===== config.mk =====
export PLATFORM = sky130hd
export DESIGN_NAME = lsu_mem_ctrl
export DESIGN_NICKNAME = d
export VERILOG_FILES = /design/src/rtl/lsu_pkg.sv /design/src/rtl/lsu_mem_ctrl_decode.sv /design/src/rtl/lsu_mem_ctrl.sv
export SDC_FILE = /design/constraint.sdc
export NUM_CORES = 1
export LEC_CHECK = 0
export CELL_PAD_IN_SITES_DETAIL_PLACEMENT = 1
export CELL_PAD_IN_SITES_GLOBAL_PLACEMENT = 1
export CORE_MARGIN = 4
export CORE_UTILIZATION = 28
export CTS_CLUSTER_DIAMETER = 60
export CTS_CLUSTER_SIZE = 28
export DETAILED_ROUTE_END_ITERATION = 6
export GPL_ROUTABILITY_DRIVEN = 0
export PLACE_DENSITY_LB_ADDON = 0.1
export SLEW_MARGIN = 20
export SYNTH_ARGS = -nofsm -noshare
export SYNTH_HDL_FRONTEND = slang
export SYNTH_HIERARCHICAL = 1
export SYNTH_SLANG_ARGS = --single-unit

===== constraint.sdc =====
create_clock -name clk -period 2.5 [get_ports clk]
set_clock_uncertainty 0.2 [all_clocks]
set_input_delay 0.5 -clock clk [delete_from_list [all_inputs] [get_ports clk]]
set_output_delay 0.5 -clock clk [all_outputs]
set_load 0.03 [all_outputs]

===== src/rtl/lsu_pkg.sv =====
// Shared encodings for the load/store unit: RISC-V funct3 values, memory
// port type codes and controller state encoding.
package lsu_pkg;

  localparam logic [2:0] F3_LB  = 3'b000;
  localparam logic [2:0] F3_LH  = 3'b001;
  localparam logic [2:0] F3_LW  = 3'b010;
  localparam logic [2:0] F3_LBU = 3'b100;
  localparam logic [2:0] F3_LHU = 3'b101;
  localparam logic [2:0] F3_SB  = 3'b000;
  localparam logic [2:0] F3_SH  = 3'b001;
  localparam logic [2:0] F3_SW  = 3'b010;

  localparam logic [2:0] LT_LB  = 3'b000;
  localparam logic [2:0] LT_LBU = 3'b001;
  localparam logic [2:0] LT_LH  = 3'b010;
  localparam logic [2:0] LT_LHU = 3'b011;
  localparam logic [2:0] LT_LW  = 3'b100;
  localparam logic [1:0] ST_SB  = 2'b00;
  localparam logic [1:0] ST_SH  = 2'b01;
  localparam logic [1:0] ST_SW  = 2'b10;

  typedef enum logic [1:0] {
    S_IDLE   = 2'b00,
    S_ACCESS = 2'b01,
    S_RESP   = 2'b10
  } state_t;

endpackage


===== src/rtl/lsu_mem_ctrl_decode.sv =====
// Combinational decode of a pipeline request into memory load/store type
// codes, flagging illegal opcodes and misaligned addresses.
module lsu_decode
  import lsu_pkg::*;
(
  input  logic       load,
  input  logic       store,
  input  logic [2:0] funct3,
  input  logic [1:0] addr_lo,
  output logic [2:0] load_type,
  output logic [1:0] store_type,
  output logic       err
);

  logic illegal;
  logic misaligned;

  always_comb begin
    load_type  = LT_LB;
    store_type = ST_SB;
    illegal    = 1'b0;
    if (load == store) begin
      illegal = 1'b1;
    end else if (load) begin
      case (funct3)
        F3_LB:   load_type = LT_LB;
        F3_LH:   load_type = LT_LH;
        F3_LW:   load_type = LT_LW;
        F3_LBU:  load_type = LT_LBU;
        F3_LHU:  load_type = LT_LHU;
        default: illegal   = 1'b1;
      endcase
    end else begin
      case (funct3)
        F3_SB:   store_type = ST_SB;
        F3_SH:   store_type = ST_SH;
        F3_SW:   store_type = ST_SW;
        default: illegal    = 1'b1;
      endcase
    end
    // funct3[1:0] gives the access size for every legal load and store
    misaligned = ((funct3[1:0] == 2'b01) && addr_lo[0]) ||
                 ((funct3[1:0] == 2'b10) && (addr_lo != 2'b00));
    err = illegal | misaligned;
  end

endmodule


===== src/rtl/lsu_mem_ctrl.sv =====
// Load/store initiator for the byte-addressed data memory: one request per
// handshake, optional wait states, registered response with backpressure.
module lsu_mem_ctrl
  import lsu_pkg::*;
#(
  parameter int ADDR_W      = 8,
  parameter int WAIT_CYCLES = 0
) (
  input  logic              clk,
  input  logic              rst,
  input  logic              req_valid_i,
  output logic              req_ready_o,
  input  logic              req_load_i,
  input  logic              req_store_i,
  input  logic [2:0]        req_funct3_i,
  input  logic [ADDR_W-1:0] req_addr_i,
  input  logic [31:0]       req_wdata_i,
  output logic              rsp_valid_o,
  input  logic              rsp_ready_i,
  output logic [31:0]       rsp_data_o,
  output logic              rsp_err_o,
  output logic              mem_rd_en_o,
  output logic              mem_wr_en_o,
  output logic [ADDR_W-1:0] mem_addr_o,
  output logic [31:0]       mem_wr_data_o,
  output logic [2:0]        mem_load_type_o,
  output logic [1:0]        mem_store_type_o,
  input  logic [31:0]       mem_rd_data_i
);

  localparam logic [3:0] WAIT_INIT = 4'(WAIT_CYCLES);

  state_t            state_reg, state_next;
  logic [3:0]        cnt_reg, cnt_next;
  logic [ADDR_W-1:0] addr_reg;
  logic [31:0]       wdata_reg;
  logic              load_reg;
  logic [2:0]        load_type_reg;
  logic [1:0]        store_type_reg;
  logic [31:0]       rsp_data_reg, rsp_data_next;
  logic              rsp_err_reg, rsp_err_next;
  logic              req_fire;

  logic [2:0]        dec_load_type;
  logic [1:0]        dec_store_type;
  logic              dec_err;

  lsu_decode u_decode (
    .load       (req_load_i),
    .store      (req_store_i),
    .funct3     (req_funct3_i),
    .addr_lo    (req_addr_i[1:0]),
    .load_type  (dec_load_type),
    .store_type (dec_store_type),
    .err        (dec_err)
  );

  always_comb begin
    state_next    = state_reg;
    cnt_next      = cnt_reg;
    rsp_data_next = rsp_data_reg;
    rsp_err_next  = rsp_err_reg;
    req_fire      = 1'b0;
    case (state_reg)
      S_IDLE: begin
        if (req_valid_i) begin
          req_fire      = 1'b1;
          rsp_data_next = 32'h0;
          rsp_err_next  = dec_err;
          cnt_next      = WAIT_INIT;
          state_next    = dec_err ? S_RESP : S_ACCESS;
        end
      end
      S_ACCESS: begin
        if (cnt_reg == 4'd0) begin
          rsp_data_next = load_reg ? mem_rd_data_i : 32'h0;
          state_next    = S_RESP;
        end else begin
          cnt_next = cnt_reg - 4'd1;
        end
      end
      S_RESP: begin
        if (rsp_ready_i) state_next = S_IDLE;
      end
      default: state_next = S_IDLE;
    endcase
  end

  always_ff @(posedge clk) begin
    if (rst) begin
      state_reg      <= S_IDLE;
      cnt_reg        <= 4'd0;
      addr_reg       <= '0;
      wdata_reg      <= 32'h0;
      load_reg       <= 1'b0;
      load_type_reg  <= 3'b000;
      store_type_reg <= 2'b00;
      rsp_data_reg   <= 32'h0;
      rsp_err_reg    <= 1'b0;
    end else begin
      state_reg    <= state_next;
      cnt_reg      <= cnt_next;
      rsp_data_reg <= rsp_data_next;
      rsp_err_reg  <= rsp_err_next;
      if (req_fire) begin
        addr_reg       <= req_addr_i;
        wdata_reg      <= req_wdata_i;
        load_reg       <= req_load_i;
        load_type_reg  <= dec_load_type;
        store_type_reg <= dec_store_type;
      end
    end
  end

  assign req_ready_o      = (state_reg == S_IDLE);
  assign rsp_valid_o      = (state_reg == S_RESP);
  assign rsp_data_o       = rsp_data_reg;
  assign rsp_err_o        = rsp_err_reg;
  assign mem_rd_en_o      = (state_reg == S_ACCESS) && load_reg;
  // Gated by rst so an abort on the final access cycle cannot commit a write
  assign mem_wr_en_o      = (state_reg == S_ACCESS) && !load_reg && (cnt_reg == 4'd0) && !rst;
  assign mem_addr_o       = addr_reg;
  assign mem_wr_data_o    = wdata_reg;
  assign mem_load_type_o  = load_type_reg;
  assign mem_store_type_o = store_type_reg;

endmodule


==> results.py <==
metrics = {
    "cts": {
        "cts_buffers": 9,
        "clkTransAtPathRegs_ps": 60,
        "clockBufferDepth": 2,
        "hold_buffers": 0,
        "root_buffer": "clkbuf_16",
        "htree_levels": 3,
        "cts_tree": "built",
        "clk_latency_ps": 330,
        "clock_sinks": 85,
    },
    "die": {
        "coreArea_sq_um": 11600,
        "num_rows": 39,
        "die_width_um": 118,
        "die-area_sq_um": 13800,
        "die_height_um": 118,
        "io_pins": 163,
        "floorplan.initialDensity": 0.290,
    },
    "worst_setup_path": {
        "crit_family": "simple AND/OR/NAND/NOR gates",
        "start_kind": "register",
        "cp_num_buf_inv": 2,
        "cp_max_fo": 3,
        "worstPathRequired_ps": 1800,
        "critPathSlowestCell": "or3b_4",
        "arrival_ps": 1650,
        "crit_type": "register to output port",
        "end_kind": "output port",
        "critPathMaxStageDelay_ps": 390,
        "crit_chain": "inv_2 > ha_2 > or3b_4 > nor4_4 > buf_12",
    },
    "final_layout": {
        "final_cell_count_no_fill": 702,
        "layout-drive-gt1-share": 0.0751,
        "mostFrequentLayoutCells": "clkdlybuf4s50_1 (158), nand2_1 (95), dfxtp_1 (84)",
        "diodes": 0,
        "fin_util": 0.468,
        "syn2layout_area_growth_pct": 61.5,
        "finalNetCount": 637,
        "final_common_cell": "clkdlybuf4s50_1",
    },
    "synth": {
        "synth_top_family_by_area": "compound AO/OA/AOI/OAI gates",
        "synth_edf_count": 0,
        "synthSimpleGateAreaFrac": 0.205,
        "synth_area_sq_um": 3370,
        "syn_nets": 490,
        "yosysSeqAreaShare": 0.505,
        "synthMuxAreaShare": 0.00334,
        "synth_xor_area_frac": 0,
        "yosysWarningCount": 6,
        "synth_seq_cells": 85,
        "synth_compound_area_frac": 0.222,
        "synthArstFlopShare": 0,
        "synth_ff_type": "dfxtp_1",
        "synthCells": 407,
        "synth_fa_ha_area_frac": 0.00743,
        "yosysUniqueCellTypes": 34,
        "avgSynthCellArea_sq_um": 8.28,
    },
    "min_path": {
        "hp-class": "register to register",
    },
    "grt": {
        "grt_use_met3": 0.0663,
        "met1_usage": 0.197,
        "grt_pass1_vias": 3633,
        "grt_max_degree": 86,
        "met2_usage": 0.274,
        "grt-ovfl-total": 0,
        "grt_usage": 0.165,
        "top_usage_layer": "met2",
        "antenna_found_initial": 0,
        "grt_pass1_wl_um": 18900,
    },
    "sta": {
        "finalCritPeriodShare": 0.939,
        "rsz0062_at_grt": "false",
        "fmax_mhz": 426,
        "finalHoldViolCount": 0,
        "tns_ps": 0,
        "fin_crit_ps": 2350,
        "tightest_slew_ps": 429,
        "slew_headroom": 0.714,
        "setup_violations": 0,
        "slew_violations": 0,
    },
    "run": {
        "maxCapViolations": 0,
    },
    "power_and_ir_drop": {
        "vdd_drop_max_mv": 0.422,
        "pwr-share-comb": 0.161,
        "p_leak_nw": 1.88,
        "p_int_mw": 2.46,
        "finalPower_mw": 3.29,
        "power.density_nw_per_um2": 605,
        "switching_power_mw": 0.836,
        "sequentialPowerShare": 0.436,
        "sw_frac_of_total": 0.254,
        "clock_power_share": 0.403,
    },
    "place": {
        "dp.cells": 685,
        "io_buffers": 162,
        "dp_hpwl_um": 7890,
    },
    "drt": {
        "routed_via_density": 4.98,
        "drt_pass1_iterations": 4,
        "vias": 3496,
        "ant_nets": 0,
        "routed_wl_um": 11400,
        "drc": 0,
        "wire_per_inst_um": 16.3,
        "drt_iter0_markers": 251,
    },
    "outcome": {
        "outcome": "completed",
    },
}
-- metrics by stage --
stage | area (sq um) | hold slack [ps] | worst slack (ps)
finish | 5440 | 255 | 151
global route | 5440 | 276 | 42.6
CTS | 5440 | 257 | 6.09
detailed placement | 5130 | 249 | 129
global placement | 5130 | 241 | 183
floorplan | 3380 | 256 | 167
-- timing repair --
item | CTS | global route
endpoints found under the setup margin | 1 | 2
gates resized for setup | 5 | 1
pin swaps | 2 | 1
buffers inserted | 1 | 0
gates cloned | 0 | 0
-- final cells by class --
type                    count  area (sq um)
multi-input cells         279          1510
fillers                  1348          6170
flip-flops and latches     85          1700
inverters                   4          15.0
clock inverters             3          45.0
well taps                 143           179
clock buffers              13           250
repair buffers            175          1740
-- synthesized netlist by cell type (3+ instances only) --
library cell	n	area, sq um
clkbuf_1	23	86.3
nand2_1	95	357
dfxtp_1	85	1700
a21oi_1	82	410
buf_2	11	55.1
o21ai_0	4	20.0
o211ai_1	32	240
nand3_1	32	160
nand2b_1	4	25.0
nor2_1	3	11.3
inv_1	4	15.0
-- power by group through the flow --
stage,clock network (mW),logic [mW],registers [mW]
finish,1.33,0.529,1.43
global route,1.43,0.573,1.44
CTS,1.38,0.539,1.44
detailed placement,0,0.536,1.47
global placement,0,0.532,1.46
floorplan,0,0.164,1.55
-- final timing paths --
path	start	endpoint	slack [ps]	depth (start not counted)
worst max-delay path	cnt_reg[1]	mem_wr_en_o	150	5
worst min-delay path	mem_store_type_o[1]	mem_store_type_o[1]	250	2
worst max register to register	cnt_reg[1]	cnt_reg[2]	500	7
worst min register to register	mem_store_type_o[1]	mem_store_type_o[1]	250	2
-- kinds of logic (layout without fill, tap and decap cells) --
group,Yosys count,after routing
flip-flops,85,85
buffers and inverters,43,195
AO/OA/AOI/OAI,125,125
AND/OR/NAND/NOR,151,151
adder cells (fa/ha/maj),2,2
multiplexers,1,1
-- metal layers --
| metal | up-vias | share of wire | routed length (um) |
|---|---|---|---|
| met1 | 1680 | 0.43 | 4880 |
| met4 | 0 | 0.010 | 119 |
| met3 | 9 | 0.077 | 876 |
| met5 | - | 0 | 0 |
| met2 | 98 | 0.49 | 5550 |
| li1 | 1709 | - | - |
-- worst reg2reg max path: stages (launching register included) --
cell,delay [ps]
dfxtp_1,370
inv_2,50
ha_2,180
buf_4,130
nor3b_4,140
buf_4,210
or4_1,410
a211oi_1,220
Power figures use the tool's default switching activity.
